--- src/rtl/alarme_pkg.sv ---
// Shared definitions for the seat-belt warning sequencer: state codes,
// default timing constants and the counter width helper.
package alarme_pkg;

   typedef enum logic [1:0] {
      IDLE     = 2'd0,
      DEBOUNCE = 2'd1,
      ALERTA   = 2'd2,
      AVISO    = 2'd3
   } estado_t;

   localparam int DEF_TICK_DIV    = 1000;
   localparam int DEF_DEB_TICKS   = 4;
   localparam int DEF_BLINK_TICKS = 5;
   localparam int DEF_BUZZ_TICKS  = 60;

   // Bits needed to count 0..n-1, never less than one.
   function automatic int cnt_width(input int n);
      return (n > 1) ? $clog2(n) : 1;
   endfunction

endpackage

--- src/rtl/alarme_tick_gen.sv ---
// Free-running prescaler: one-clock tick every TICK_DIV clocks, the first
// one TICK_DIV clocks after reset release.
module alarme_tick_gen
   import alarme_pkg::*;
#(
   parameter int TICK_DIV = DEF_TICK_DIV
) (
   input  logic clk,
   input  logic rst_n,
   output logic tick
);

   localparam int CW = cnt_width(TICK_DIV);
   localparam logic [CW-1:0] LAST = CW'(TICK_DIV - 1);

   logic [CW-1:0] cnt;

   assign tick = (cnt == LAST);

   always_ff @(posedge clk or negedge rst_n) begin
      if (!rst_n)
         cnt <= '0;
      else if (tick)
         cnt <= '0;
      else
         cnt <= cnt + CW'(1);
   end

endmodule

--- src/rtl/alarme_sequenciador.sv ---
// Seat-belt warning sequencer: debounces the detector request, then blinks
// lamp and buzzer for a bounded time and finally holds a steady lamp.
module alarme_sequenciador
   import alarme_pkg::*;
#(
   parameter int TICK_DIV    = DEF_TICK_DIV,
   parameter int DEB_TICKS   = DEF_DEB_TICKS,
   parameter int BLINK_TICKS = DEF_BLINK_TICKS,
   parameter int BUZZ_TICKS  = DEF_BUZZ_TICKS
) (
   input  logic       clk,
   input  logic       rst_n,
   input  logic       luz_req,
   input  logic       ignicao,
   input  logic       ack,
   output logic       luz_out,
   output logic       buzzer,
   output logic [1:0] estado
);

   localparam int DEB_W   = cnt_width(DEB_TICKS);
   localparam int BLINK_W = cnt_width(BLINK_TICKS);
   localparam int BUZZ_W  = cnt_width(BUZZ_TICKS);

   localparam logic [DEB_W-1:0]   DEB_LAST   = DEB_W'(DEB_TICKS - 1);
   localparam logic [BLINK_W-1:0] BLINK_LAST = BLINK_W'(BLINK_TICKS - 1);
   localparam logic [BUZZ_W-1:0]  BUZZ_LAST  = BUZZ_W'(BUZZ_TICKS - 1);

   logic tick;

   estado_t            st, st_nx;
   logic [DEB_W-1:0]   deb_cnt, deb_nx;
   logic [BLINK_W-1:0] blink_cnt, blink_nx;
   logic [BUZZ_W-1:0]  buzz_cnt, buzz_nx;
   logic               luz_q, luz_nx;
   logic               buz_q, buz_nx;

   alarme_tick_gen #(
      .TICK_DIV(TICK_DIV)
   ) u_tick (
      .clk  (clk),
      .rst_n(rst_n),
      .tick (tick)
   );

   always_ff @(posedge clk or negedge rst_n) begin
      if (!rst_n) begin
         st        <= IDLE;
         deb_cnt   <= '0;
         blink_cnt <= '0;
         buzz_cnt  <= '0;
         luz_q     <= 1'b0;
         buz_q     <= 1'b0;
      end else begin
         st        <= st_nx;
         deb_cnt   <= deb_nx;
         blink_cnt <= blink_nx;
         buzz_cnt  <= buzz_nx;
         luz_q     <= luz_nx;
         buz_q     <= buz_nx;
      end
   end

   // Outputs are computed for the next state so they change on the same
   // edge as the transition.
   always_comb begin
      st_nx    = st;
      deb_nx   = deb_cnt;
      blink_nx = blink_cnt;
      buzz_nx  = buzz_cnt;
      luz_nx   = luz_q;
      buz_nx   = buz_q;

      if (!ignicao || !luz_req) begin
         st_nx    = IDLE;
         deb_nx   = '0;
         blink_nx = '0;
         buzz_nx  = '0;
         luz_nx   = 1'b0;
         buz_nx   = 1'b0;
      end else begin
         unique case (st)
            IDLE: begin
               st_nx  = DEBOUNCE;
               deb_nx = '0;
               luz_nx = 1'b0;
               buz_nx = 1'b0;
            end
            DEBOUNCE: begin
               luz_nx = 1'b0;
               buz_nx = 1'b0;
               if (tick) begin
                  if (deb_cnt == DEB_LAST) begin
                     st_nx    = ALERTA;
                     luz_nx   = 1'b1;
                     buz_nx   = 1'b1;
                     blink_nx = '0;
                     buzz_nx  = '0;
                  end else begin
                     deb_nx = deb_cnt + DEB_W'(1);
                  end
               end
            end
            ALERTA: begin
               // ack and the final buzz tick share one exit path.
               if (ack || (tick && (buzz_cnt == BUZZ_LAST))) begin
                  st_nx  = AVISO;
                  luz_nx = 1'b1;
                  buz_nx = 1'b0;
               end else if (tick) begin
                  buzz_nx = buzz_cnt + BUZZ_W'(1);
                  if (blink_cnt == BLINK_LAST) begin
                     blink_nx = '0;
                     luz_nx   = ~luz_q;
                     buz_nx   = ~luz_q;
                  end else begin
                     blink_nx = blink_cnt + BLINK_W'(1);
                  end
               end
            end
            AVISO: begin
               luz_nx = 1'b1;
               buz_nx = 1'b0;
            end
            default: begin
               st_nx  = IDLE;
               luz_nx = 1'b0;
               buz_nx = 1'b0;
            end
         endcase
      end
   end

   assign luz_out = luz_q;
   assign buzzer  = buz_q;
   assign estado  = st;

endmodule

--- config.mk ---
export PLATFORM = sky130hd
export DESIGN_NAME = alarme_sequenciador
export DESIGN_NICKNAME = d
export VERILOG_FILES = /design/src/rtl/alarme_pkg.sv /design/src/rtl/alarme_tick_gen.sv /design/src/rtl/alarme_sequenciador.sv
export SDC_FILE = /design/constraint.sdc
export NUM_CORES = 1
export LEC_CHECK = 0
export ABC_AREA = 1
export CAP_MARGIN = 0
export CORE_ASPECT_RATIO = 1.2
export CORE_UTILIZATION = 45
export DETAILED_ROUTE_END_ITERATION = 7
export MAX_ROUTING_LAYER = met4
export RECOVER_POWER = 100
export SETUP_SLACK_MARGIN = 0.2
export SLEW_MARGIN = 20
export SYNTH_ARGS = -nofsm -noshare
export SYNTH_HDL_FRONTEND = slang
export SYNTH_HIERARCHICAL = 1
export SYNTH_SLANG_ARGS = --single-unit
--- constraint.sdc ---
create_clock -name clk -period 2 [get_ports clk]
set_clock_uncertainty 0.1 [all_clocks]
set_input_delay 0.2 -clock clk [delete_from_list [all_inputs] [get_ports clk]]
set_output_delay 0.2 -clock clk [all_outputs]
set_load 0.01 [all_outputs]
==> impl_metrics.yaml, run 1 <==
worst_setup_path:
  reg2reg_depth: 12
  cp.arrival_ns: 1.88
  r2r_slack_ns: 0.18
  crit_type: "reg2reg"
  critPathLaunchType: "flop"
  crit_fanout: 8
  r2r_start: "u_tick/cnt[0]$_DFF_PN0_"
  r2r-end: "buzz_cnt[5]$_DFFE_PN0P_"
  critPathCaptureType: "flop"
  required_ns: 2.06
sta:
  finalCriticalPeriod_ns: 1.815
  post-route-period-util_pct: 90.76
  worst_pin_slew_ns: 1.330
  timing.final.ws_setup_ns: 0.1847
  timing.fmax_mhz: 550.9
  drv_slew: 0
  max_slew_margin_pct: 11.36
  setup_viol: 0
  setup-tns-final_ns: 0
  rsz0062_at_grt: "true"
  timing_hold_violations_final: 0
  whs_ns: 0.3922
worst_hold_path:
  hp-start: "buzzer$_DFFE_PN0P_"
  hold_depth: 2
  min_to: "buzzer$_DFFE_PN0P_"
  hold_path_class: "reg2reg"
die:
  initial_core_util_pct: 48.59
  coreArea_um2: 3425
  die_x_um: 57.51
  die_height_um: 68.62
  std_cell_rows: 23
  die-area_um2: 3946
  num_io_pins: 9
clock_tree:
  cts_buffer_depth: 2
  htreeDepth: 1
  cts_num_sinks: 25
  clkSlewWorstSetupHoldPaths_ns: 0.09
  cts_root_buf: "clkbuf_8"
  cts_tree: "done"
  clk-insertion-delay-late_ns: 0.27
  numCtsBuffers: 3
synthesis:
  syn-num-nets: 234
  post_synth_num_cell_types: 28
  seq_area_frac_synth_pct: 37.59
  ys_ff_latch: 25
  syn_avg_cell_area_um2: 7.564
  syn_area_um2: 1664
  ys_warn_count: 6
  netlist_instances: 220
placement:
  gp_congestion: 0.8687
  preCtsSetupSlack_ns: 0.1166
  hpwl_um: 2559
  dpl-instance-area_um2: 1821
  numPortBuffers: 8
  dp_cells: 267
finish:
  layout_commonest_cell: "nand2_1"
  insertedDiodeCount: 0
  fill_cells: 324
  nNetsFinal: 262
  final_layout_size_suffix_gt1_share_pct: 22.67
  layout.cells.non_filler: 284
  utilization_pct: 59.44
  postLayoutCellArea_um2: 2036
  area.growth.synth_to_final_pct: 22.33
  mostFrequentLayoutCells: "56 x nand2_1, 25 x inv_1, 25 x nor2_1, 25 x dfrtp_1, 16 x nand3_1"
pwr:
  power_density_nw_per_um2: 464.2
  p_leak_nw: 1.012
  vdd_ir_drop_max_mv: 0.2918
  p_total_uw: 945.0
routing:
  drt-initial-drc-count: 70
  drt-total-wl_um: 3547
  via_count: 1486
  via_per_inst: 5.232
  drc: 0
  firstDrtPassIters: 4
  wl_per_cell_um: 12.49
  ant_nets: 0
global_routing:
  grt_max_degree: 26
  grt.met1_usage_pct: 22.35
  grt_pass1_vias: 1453
  grt.met2_usage_pct: 39.39
  grt_pass1_wl_um: 6189
  grt-ovfl-total: 0
  antenna_found_initial: 0
  grt.met3_usage_pct: 2.425
  grt.busiest_layer: "met2"
  track_usage_pct: 20.82
job:
  drv_cap: 0
outcome:
  status: "finished clean"
## metal layers
layer  wire length (um)  vias to the layer above
li1                   -                      757
met1               1515                      704
met2               1922                       19
met3                 63                        6
met4                 46                        0
met5                  0                        -
## sequential cells by signal, indices dropped and copies added, names as in the netlist
register,flops
blink_cnt,3
buzz_cnt,6
buzzer,1
deb_cnt,2
estado,2
luz_out,1
u_tick/cnt,10
## Yosys cell counts (all sizes together)
| library cell | instances | share of area [%] |
|---|---|---|
| inv | 29 | 6.7 |
| a22oi | 1 | 0.45 |
| nand2 | 66 | 17 |
| clkinv | 1 | 0.30 |
| nand4 | 12 | 4.5 |
| buf | 3 | 1.3 |
| nand3 | 21 | 8.0 |
| ha | 9 | 6.8 |
| xor2 | 2 | 1.1 |
| a21oi | 3 | 1.1 |
| o21bai | 2 | 0.90 |
| nor2 | 35 | 11 |
| dfrtp | 25 | 38 |
| or2 | 3 | 1.1 |
| o21ai | 8 | 2.9 |
## kinds of logic (layout without fill, tap and decap cells)
kind of cell / count (synthesis) / in the layout / synth area share, %
XOR/XNOR: 2 / 2 / 1.053
flip-flops: 25 / 25 / 37.59
adder cells (fa/ha/maj): 9 / 9 / 6.767
AND/OR/NAND/NOR: 137 / 140 / 40.98
buffers and inverters: 33 / 57 / 8.271
AO/OA/AOI/OAI: 14 / 14 / 5.339
## area by class of cell
| class | instances | area [um^2] | share of cell area (%) |
|---|---|---|---|
| Tap cell | 37 | 46.29 | 2.274 |
| Multi-Input combinational cell | 165 | 1017 | 49.97 |
| Timing Repair Buffer | 23 | 177.7 | 8.728 |
| Sequential cell | 25 | 625.6 | 30.73 |
| Clock buffer | 3 | 41.29 | 2.028 |
| Clock inverter | 1 | 5.005 | 0.2459 |
| Inverter | 30 | 122.6 | 6.023 |
## worst max-delay path by stage
stage / startpoint / to / slack (ns) / cells after the start
after floorplan: u_tick/cnt[0]$_DFF_PN0_ / blink_cnt[2]$_DFFE_PN0P_ / 0.21 / 12
after global placement: u_tick/cnt[0]$_DFF_PN0_ / luz_out$_DFFE_PN0P_ / 0.18 / 13
after detailed placement: u_tick/cnt[0]$_DFF_PN0_ / luz_out$_DFFE_PN0P_ / 0.12 / 13
after CTS: u_tick/cnt[1]$_DFF_PN0_ / blink_cnt[1]$_DFFE_PN0P_ / 0.21 / 13
after global routing: rst_n / u_tick/cnt[3]$_DFF_PN0_ / 0.06 / 2
final: u_tick/cnt[0]$_DFF_PN0_ / buzz_cnt[5]$_DFFE_PN0P_ / 0.18 / 12
## power breakdown
group	switching (mW)	total, mW	internal, mW
Combinational	0.0880	0.138	0.0497
Clock	0.152	0.291	0.139
Sequential	0.00643	0.516	0.510
## worst max-delay path, stage by stage, from the launching register on
cell	delay, ns
dfrtp_1	0.41
ha_4	0.17
nand2_4	0.05
nor2_4	0.09
nand3_4	0.08
clkinv_4	0.06
inv_1	0.06
o21ai_2	0.22
o21ai_4	0.12
clkinv_4	0.10
nand3_2	0.12
nand2_1	0.08
nand2_1	0.05
## what timing repair did
item / CTS / global route
pin swaps: 6 / 7
setup buffers: 5 / 5
setup endpoints to repair: 14 / 15
hold buffers: 0 / 0
cloned: 3 / 0
gates resized for setup: 11 / 10
Note: power is estimated with default switching activity, not from simulation.
==> run 2: changes to the inputs <==
- RECOVER_POWER: 100 -> 25
==> impl_metrics.yaml, run 2 (synthesis gave the netlist of run 1 again) <==
finish:
  utilization_pct: 60.36
  final_layout_size_suffix_gt1_share_pct: 25.91
  top_regs: "u_tick/cnt x10, buzz_cnt x6, blink_cnt x3"
  area.growth.synth_to_final_pct: 24.21
  nNetsFinal: 262
  insertedDiodeCount: 0
  mostFrequentLayoutCells: "55 x nand2_1, 25 x inv_1, 25 x dfrtp_1"
  largest_reg_flops: 10
  largest_register: "u_tick/cnt"
  layout_commonest_cell: "nand2_1"
routing:
  ant_nets: 0
  drt-total-wl_um: 3577
  firstDrtPassIters: 4
  wl_per_cell_um: 12.60
  via_per_inst: 5.225
  drc: 0
  drt-initial-drc-count: 46
  via_count: 1484
sta:
  drv_slew: 0
  max_slew_margin_pct: 11.33
  timing.fmax_mhz: 551.5
  timing_hold_violations_final: 0
  setup-tns-final_ns: 0
  rsz0062_at_grt: "true"
  whs_ns: 0.4007
  setup_viol: 0
  post-route-period-util_pct: 90.67
  worst_pin_slew_ns: 1.330
  finalCriticalPeriod_ns: 1.813
worst_setup_path:
  r2r_slack_ns: 0.19
  critPathCaptureType: "flop"
  crit_chain: "ha_4, nand2_4, nor2_4, nand3_4, clkinv_4, inv_1, o21ai_2, o21ai_4, clkinv_4, nand3_4, nand2_2, nand2_1"
  crit_type: "reg2reg"
  cp.buffers_inverters: 3
  critical-path-top-delay-family: "simple AND/OR/NAND/NOR gates"
  cp_slowest_cell: "dfrtp_1"
  critPathLaunchType: "flop"
  cp.arrival_ns: 1.88
  cpPeakStageDelay_ns: 0.41
  crit_fanout: 8
  required_ns: 2.07
clock_tree:
  cts_num_sinks: 25
  cts_buffer_depth: 2
  cts_tree: "done"
  clkSlewWorstSetupHoldPaths_ns: 0.09
  numCtsBuffers: 3
  cts_root_buf: "clkbuf_8"
  clk-insertion-delay-late_ns: 0.27
  htreeDepth: 1
global_routing:
  track_usage_pct: 20.82
  grt_pass1_vias: 1453
  grt-ovfl-total: 0
  grt_pass1_wl_um: 6189
  antenna_found_initial: 0
  grt_max_degree: 26
pwr:
  power_density_nw_per_um2: 460.1
  vdd_ir_drop_max_mv: 0.2924
  p_leak_nw: 1.010
die:
  die_x_um: 57.51
  num_io_pins: 9
  coreArea_um2: 3425
  die-area_um2: 3946
  initial_core_util_pct: 48.59
  std_cell_rows: 23
  die_height_um: 68.62
placement:
  hpwl_um: 2559
  numPortBuffers: 8
  gp_congestion: 0.8687
outcome:
  status: "finished clean"
worst_hold_path:
  hold_path_class: "reg2reg"
job:
  drv_cap: 0
run 2: changes by cell type in the layout (fill, tap and decap cells not counted), sizes merged:
cell	before	now
dlygate4sd3	4	0
buf	11	14
clkdlybuf4s50	4	8
clkbuf	7	4
run 2: cell type report:
| type | count | area, um^2 |
|---|---|---|
| Fill cell | 315 | 1358 |
| Timing Repair Buffer | 23 | 188.9 |
| Sequential cell | 25 | 625.6 |
| Multi-Input combinational cell | 165 | 1037 |
| Inverter | 30 | 122.6 |
| Tap cell | 37 | 46.29 |
| Clock buffer | 3 | 41.29 |
| Clock inverter | 1 | 5.005 |
run 2: layer usage:
layer / vias to the layer above / GRT usage [%] / share of wire, %
li1: 758 / - / -
met1: 693 / 22.35 / 43
met2: 24 / 39.39 / 53
met3: 9 / 2.425 / 2.3
met4: 0 / 7.927 / 2.1
met5: - / - / 0
run 2: per-stage QoR:
stage / instance area, um^2 / total power [mW] / std cells / setup slack [ns]
after floorplan: 1678 / 0.6020 / 220 / 0.2103
after global placement: 1821 / 0.6447 / 267 / 0.1755
after detailed placement: 1821 / 0.6458 / 267 / 0.1166
after CTS: 1983 / 0.9613 / 279 / 0.2086
after global routing: 2067 / 0.9957 / 284 / 0.06235
final: 2067 / 0.9511 / 284 / 0.1867
run 2: worst paths after layout:
check,start,endpoint,cells after the start
min in group asynchronous,rst_n,estado[0]$_DFFE_PN0P_,2
worst max-delay path,u_tick/cnt[0]$_DFF_PN0_,blink_cnt[2]$_DFFE_PN0P_,12
worst max register to register,u_tick/cnt[0]$_DFF_PN0_,blink_cnt[2]$_DFFE_PN0P_,12
worst min-delay path,buzzer$_DFFE_PN0P_,buzzer$_DFFE_PN0P_,2
max in group asynchronous,rst_n,luz_out$_DFFE_PN0P_,2
worst min register to register,buzzer$_DFFE_PN0P_,buzzer$_DFFE_PN0P_,2
run 2: repair_timing:
action                                  CTS  global route
hold buffers                              0             0
pin swaps                                 6             7
gates cloned                              3             0
endpoints found under the setup margin   14            15
buffers inserted                          5             5
resized for setup                        11            10
run 2: worst reg2reg max path: cells and delay by family, from the launching register on:
| family | cells | cell delay (ns) |
|---|---|---|
| simple gates | 6 | 0.45 |
| buf+inv | 3 | 0.24 |
| fa+ha+maj | 1 | 0.17 |
| compound gates | 2 | 0.35 |
| flops | 1 | 0.41 |
run 2: where the power goes:
part           switching, mW  internal, mW  leakage [nW]
sequential           0.00657         0.510         0.334
combinational         0.0894        0.0534         0.650
clock                  0.153         0.139        0.0255
